--- src/rtl/mem_port_arbiter.sv ---
// rtl/mem_port_arbiter.sv - two-channel round-robin arbiter onto a single memory port
module mem_port_arbiter #(
  parameter int ADDR_W  = 7,
  parameter int DATA_W  = 8,
  parameter int SIZE_W  = 4,
  parameter int TIMEOUT = 16
) (
  input  logic                clock,
  input  logic                reset,
  input  logic [1:0]          req_oe,
  input  logic [1:0]          req_we,
  input  logic [2*ADDR_W-1:0] req_addr,
  input  logic [2*DATA_W-1:0] req_wdata,
  input  logic [2*SIZE_W-1:0] req_size,
  output logic [2*DATA_W-1:0] req_rdata,
  output logic [1:0]          req_rdy,
  output logic                mem_oe,
  output logic                mem_we,
  output logic [ADDR_W-1:0]   mem_addr,
  output logic [DATA_W-1:0]   mem_wdata,
  output logic [SIZE_W-1:0]   mem_size,
  input  logic [DATA_W-1:0]   mem_rdata,
  input  logic                mem_rdy,
  output logic                grant_id,
  output logic                busy,
  output logic                err_proto,
  output logic                err_timeout
);
  typedef enum logic [1:0] {IDLE = 2'd0, ISSUE = 2'd1, ACK = 2'd2} state_t;
  localparam logic [7:0] CNT_LAST = 8'(TIMEOUT - 1);

  state_t     state, state_nxt;
  logic [1:0] elig;
  logic       pick;
  logic       prio_ptr;
  logic       done_ok;
  logic       done_to;
  logic [7:0] wait_cnt;

  // A channel asserting both strobes is a protocol violation and never competes.
  assign elig    = req_oe ^ req_we;
  assign done_ok = (state == ISSUE) && mem_rdy;
  assign done_to = (state == ISSUE) && !mem_rdy && (wait_cnt == CNT_LAST);

  always_comb begin
    pick = 1'b0;
    if (elig == 2'b11)      pick = prio_ptr;
    else if (elig == 2'b10) pick = 1'b1;
  end

  always_comb begin
    state_nxt = state;
    case (state)
      IDLE:    if (elig != 2'b00) state_nxt = ISSUE;
      ISSUE:   if (done_ok || done_to) state_nxt = ACK;
      ACK:     state_nxt = IDLE;
      default: state_nxt = IDLE;
    endcase
  end

  always_ff @(posedge clock) begin
    if (reset) state <= IDLE;
    else       state <= state_nxt;
  end

  always_ff @(posedge clock) begin
    if (reset) begin
      prio_ptr    <= 1'b0;
      wait_cnt    <= '0;
      mem_oe      <= 1'b0;
      mem_we      <= 1'b0;
      mem_addr    <= '0;
      mem_wdata   <= '0;
      mem_size    <= '0;
      req_rdy     <= 2'b00;
      req_rdata   <= '0;
      grant_id    <= 1'b0;
      busy        <= 1'b0;
      err_proto   <= 1'b0;
      err_timeout <= 1'b0;
    end else begin
      req_rdy <= 2'b00;
      case (state)
        IDLE: begin
          if ((req_oe & req_we) != 2'b00) err_proto <= 1'b1;
          if (elig != 2'b00) begin
            grant_id  <= pick;
            mem_oe    <= req_oe[pick];
            mem_we    <= req_we[pick];
            mem_addr  <= pick ? req_addr[2*ADDR_W-1:ADDR_W]   : req_addr[ADDR_W-1:0];
            mem_wdata <= pick ? req_wdata[2*DATA_W-1:DATA_W] : req_wdata[DATA_W-1:0];
            mem_size  <= pick ? req_size[2*SIZE_W-1:SIZE_W]   : req_size[SIZE_W-1:0];
            wait_cnt  <= '0;
            busy      <= 1'b1;
          end
        end
        ISSUE: begin
          wait_cnt <= wait_cnt + 8'd1;
          if (done_ok || done_to) begin
            mem_oe            <= 1'b0;
            mem_we            <= 1'b0;
            req_rdy[grant_id] <= 1'b1;
            if (done_to) err_timeout <= 1'b1;
            // mem_oe still holds the latched direction of the access being retired.
            if (done_to || mem_oe) begin
              if (grant_id) req_rdata[2*DATA_W-1:DATA_W] <= done_to ? '0 : mem_rdata;
              else          req_rdata[DATA_W-1:0]        <= done_to ? '0 : mem_rdata;
            end
          end
        end
        ACK: begin
          prio_ptr <= ~grant_id;
          busy     <= 1'b0;
        end
        default: ;
      endcase
    end
  end
endmodule

--- config.mk ---
export PLATFORM = sky130hd
export DESIGN_NAME = mem_port_arbiter
export DESIGN_NICKNAME = d
export VERILOG_FILES = /design/src/rtl/mem_port_arbiter.sv
export SDC_FILE = /design/constraint.sdc
export NUM_CORES = 1
export LEC_CHECK = 0
export ABC_AREA = 1
export CAP_MARGIN = 20
export CORE_ASPECT_RATIO = 0.7
export CORE_UTILIZATION = 47
export CTS_CLUSTER_SIZE = 30
export DETAILED_ROUTE_END_ITERATION = 10
export HOLD_SLACK_MARGIN = 0.1
export PLACE_DENSITY = 0.85
export SLEW_MARGIN = 20
export SYNTH_ARGS = -nofsm -noshare
export SYNTH_HDL_FRONTEND = slang
export SYNTH_SLANG_ARGS = --single-unit
--- constraint.sdc ---
create_clock -name clock -period 3.7 [get_ports clock]
set_input_delay 0.74 -clock clock [delete_from_list [all_inputs] [get_ports clock]]
set_output_delay 0.74 -clock clock [all_outputs]
set_load 0.03 [all_outputs]
Word-level counts from Yosys, hierarchy flattened
Cells that the tools add are included.
{ "totals": {"register_bits": 54, "out_inout_bits": 43} }
{ "op_classes": {"n_addsub": 1, "order_cmp": 3, "n_eq_ne": 7, "muxes": 24, "bitwise_logic": 5, "reduce_logical": 22} }
{ "op_table": {"columns": ["op", "n"], "rows": [
  ["$mux W8", 3],
  ["$pmux W8 S2", 1],
  ["$mux W1", 11],
  ["$reduce_and A2 Y1", 5],
  ["$add A8 B1 Y8 const B", 1],
  ["$eq A8 B4 Y1 const B", 1],
  ["$reduce_and A4 Y1", 2],
  ["$reduce_bool A2 Y1", 4],
  ["$mux W7", 1],
  ["$eq A2 B2 Y1 const B", 3],
  ["$pmux W1 S2", 3],
  ["$reduce_and A3 Y1", 2],
  ["$logic_and A1 B1 Y1", 4],
  ["$lt A1 B2 Y1 const B", 2],
  ["$mux W2", 2],
  ["$mux W4", 1],
  ["$pmux W2 S2", 1],
  ["$not A1 Y1", 3],
  ["$reduce_or A3 Y1", 1],
  ["$and A2 B2 Y2", 1],
  ["$eq A2 B1 Y1 const B", 1],
  ["$logic_not A2 Y1", 1],
  ["$logic_or A1 B1 Y1", 2],
  ["$ne A2 B1 Y1 const B", 1],
  ["5 further kinds", 5]
]} }

Logic depth before layout (Yosys ltp)
{ "depth": {"word_depth": 8, "depth_mapped": 10} }

Worst setup path before layout
Ideal clock, no wire load.
{ "synth_timing": {"path_kind": "input -> register", "from": "in req_oe[0]", "to": "reg mem_size[1]", "setup_time_ns": 0.116, "arrival_ns": 1.797, "required_ns": 3.584, "setup_slack_ns": 1.787, "stages": 9, "path_buffers": 1, "path_cell_list": "ha_1 -> inv_1 -> o21ai_1 -> inv_1 -> clkbuf_1 -> nand2_1 -> nand3_1 -> o211ai_1 -> inv_1"} }
{ "synth_via": {"elab_chain_len": 5, "elab_cells_between_ends": 8} }
{ "synth_lines": {"columns": ["element", "line_no", "source"], "rows": [
  ["start: declaration", "10", "input logic [1:0] req_oe,"],
  ["$xor A2 B2 Y2 *", "41", "assign elig = req_oe ^ req_we;"],
  ["$eq A2 B2 Y1", "48", "else if (elig == 2'b10) pick = 1'b1;"],
  ["$mux W1", "48", null],
  ["$mux W1", "47", "if (elig == 2'b11) pick = prio_ptr;"],
  ["$mux W4", "92", "mem_size <= pick ? req_size[2*SIZE_W-1:SIZE_W] : req_size[SIZE_W-1:0];"],
  ["end signal: assignment", "92", null],
  ["end: declaration", "21", "output logic [SIZE_W-1:0] mem_size,"]
]} }
Mark *: on every way between the ends. The rest lies on a longest branch, timed or not.
A chain may end at the register's enable or synchronous reset.

Worst setup path in the final report
{ "layout_timing": {"from": "in req_we[0]", "to": "reg mem_wdata[6]"} }
{ "layout_via": {"elab_chain_len": 5, "elab_cells_between_ends": 8} }
{ "layout_lines": {"columns": ["element", "line_no", "source"], "rows": [
  ["start: declaration", "11", "input logic [1:0] req_we,"],
  ["$xor A2 B2 Y2 *", "41", null],
  ["$eq A2 B2 Y1", "48", null],
  ["$mux W1", "48", null],
  ["$mux W1", "47", null],
  ["$mux W8", "91", "mem_wdata <= pick ? req_wdata[2*DATA_W-1:DATA_W] : req_wdata[DATA_W-1:0];"],
  ["end signal: assignment", "91", null],
  ["end: declaration", "20", "output logic [DATA_W-1:0] mem_wdata,"]
]} }
Marked as above.

==> flow_summary.ini <==
[status]
outcome = finished, final reports clean

[cells_and_area]
drive_above_1_share = 0.0830
finalInstanceArea_mm2 = 0.00360
diodes = 0
fin_util = 0.724
area_growth_pct = 42.5
nets = 501

[sta]
clock.fmax_mhz = 399
rsz0062_at_grt = no
worstMarginPinSlew_ps = 688
timing.final.crit_share = 0.678
slew_headroom = 0.541
fin_skew_ps = 3.36
fin_crit_ps = 2510
slew_viol_final = 0
fin_setup_tns_ps = 0
fin_ws_ps = 1190
final_hold_viol_count = 0
setup_violations = 0

[global_route]
grt_pass1_wl_um = 9460
grt_pass1_vias = 2201
grt-ovfl-total = 0
use_met1 = 0.283
antenna_found_initial = 0
grt_use_total = 0.216
use_met3 = 0.0524
grt_max_degree = 42
use_met2 = 0.348
top_usage_layer = met2

[run]
cap_violations = 0

[worst_setup_path]
crit_start = req_we[0]
worstSetupStartpointType = input port
worstPathRequired_ps = 3900
worst_path_largest_cell_delay_ps = 430
critPathKind = in -> reg
cp_common_cell = inv_1
r2r_setup_slack_ps = 1980
critPathCaptureType = register
cp_num_buf_inv = 5
path_delay_family = buffers and inverters
worstPathMaxFanout = 22
cp_cell_sequence = clkdlybuf4s50_1, ha_1, inv_1, o21ai_1, buf_4, inv_1, nand2_1, nand3_1, o211ai_1, inv_1
cp.arrival_ps = 2710
r2r-start = state[0]
cp_slowest_cell = clkdlybuf4s50_1

[die]
core_area_mm2 = 0.00497
die_y_um = 63.3
fp.dieArea_mm2 = 0.00567
rows = 21
start_util = 0.508
io_pins = 96
die_w_um = 89.6

[clocking]
post_cts_buffers = 0
cts_sinks = 54
clk_latency_ps = 300
cts_tree = yes
cts-buffers-inserted = 5
clk_pin_slew_worst_paths_ps = 90
clock_path_buffers = 2
cts_resized = 0
htree_num_levels = 2
root_buffer = clkbuf_8
hold_buffers = 0

[detailed_routing]
drc = 0
drt-initial-drc-count = 132
dr.pass1.iters = 5
routed_wl_um = 6030
antenna_left = 0
viasPerCell = 4.88
vias = 2513
wire_per_inst_um = 11.7

[placement]
dpl_cell_area_mm2 = 0.00351
pre_cts_ws_ps = 898
portBuffers = 95
place.gp.congestion = 0.840
place_hpwl_um = 4460

[logic_synthesis]
syn_inst = 356
synth_most_common_cell = nand2_1
synth-edff-count = 0
synth.largest_area_cell = dfxtp_1
synth_nets = 412
synthTopCellsByArea = dfxtp_1 43%, nand2_1 14%, inv_1 7.1%, nand3_1 5.9%, o211ai_1 5.7%
dominantRegCellSynth = dfxtp_1
synth_area_mm2 = 0.00252
yosysTopAreaCellShare = 0.428
synth.yosys.seq_area_share = 0.428
synth_area_per_cell_um2 = 7.09
synth_cell_type_count = 29
synth_common_cells = 93 x nand2_1, 54 x dfxtp_1, 48 x inv_1
async_flop_share = 0
synth_warnings = 0
ys_ff_latch = 54

[power]
p_per_area_mw_per_mm2 = 397
max-vdd-ir-drop_v = 0.000218
power.leakage_nw = 1.63

[worst_hold_path]
hold_class = reg -> reg
min_from = err_timeout
-- path summary, 6_finish.rpt --
path / to / depth (start not counted)
setup / recovery: mem_wdata[6] / 10
hold / removal: err_timeout / 2
setup reg to reg: mem_oe / 6
hold reg to reg: err_timeout / 2
-- layout make-up --
class,count,area [µm²]
fill,386,1370
multi-input combinational,234,1170
sequential,54,1080
timing repair buffer,98,973
inverter,52,198
clock buffer,7,86.3
tap,69,86.3
clock inverter,1,5.00
-- metrics by stage --
step	hold WS (ps)	power [mW]	cells
floorplan	454	0.932	356
global placement	443	1.10	507
detailed placement	453	1.11	507
CTS	474	1.44	515
global route	493	1.51	515
finish	468	1.43	515
-- cells in the final DEF, fill, tap and decap left out, drive strengths merged --
| cell type | instances |
|---|---|
| buf | 3 |
| clkdlybuf4s50 | 95 |
| nand3b | 1 |
| ha | 3 |
| nand3 | 32 |
| a211oi | 1 |
| inv | 50 |
| clkinv | 3 |
| o211ai | 19 |
| nor3 | 2 |
| nor2 | 48 |
| o21bai | 2 |
| o21ai | 10 |
| nand4 | 1 |
| a21oi | 15 |
| dfxtp | 54 |
| clkbuf | 7 |
| nand2 | 100 |
-- state kept, by name (all words and copies together) (netlist names), 2 cells and up --
name / cells
wait_cnt: 8
state: 2
req_rdata: 16
mem_wdata: 8
mem_size: 4
req_rdy: 2
mem_addr: 7
-- worst reg2reg max path, stage by stage (launching register included) --
cell	delay, ps
dfxtp_1	350
nor2_2	180
o21ai_2	140
inv_2	480
o21ai_1	150
o21bai_1	210
a21oi_1	160
-- where the power goes --
group	total (mW)	leakage (nW)	internal (mW)	switching, mW
clock	0.329	0.0482	0.151	0.178
combinational	0.435	1.14	0.185	0.250
sequential	0.664	0.442	0.631	0.0332
-- layer usage --
layer / vias to the layer above / wire (µm)
met1: 1121 / 2850
met4: 0 / 48
li1: 1293 / -
met2: 92 / 2670
met3: 7 / 468
met5: - / 0
-- cell families (layout without fill, tap and decap cells) --
kind of cell / after synthesis / count (layout) / share of synthesized area
AOI/OAI and AO/OA: 47 / 47 / 0.121
DFF: 54 / 54 / 0.428
buffers and inverters: 68 / 158 / 0.109
and+or+nand+nor: 184 / 184 / 0.327
adders and majority gates: 3 / 3 / 0.0149
Note: power is estimated with default switching activity, not from simulation.
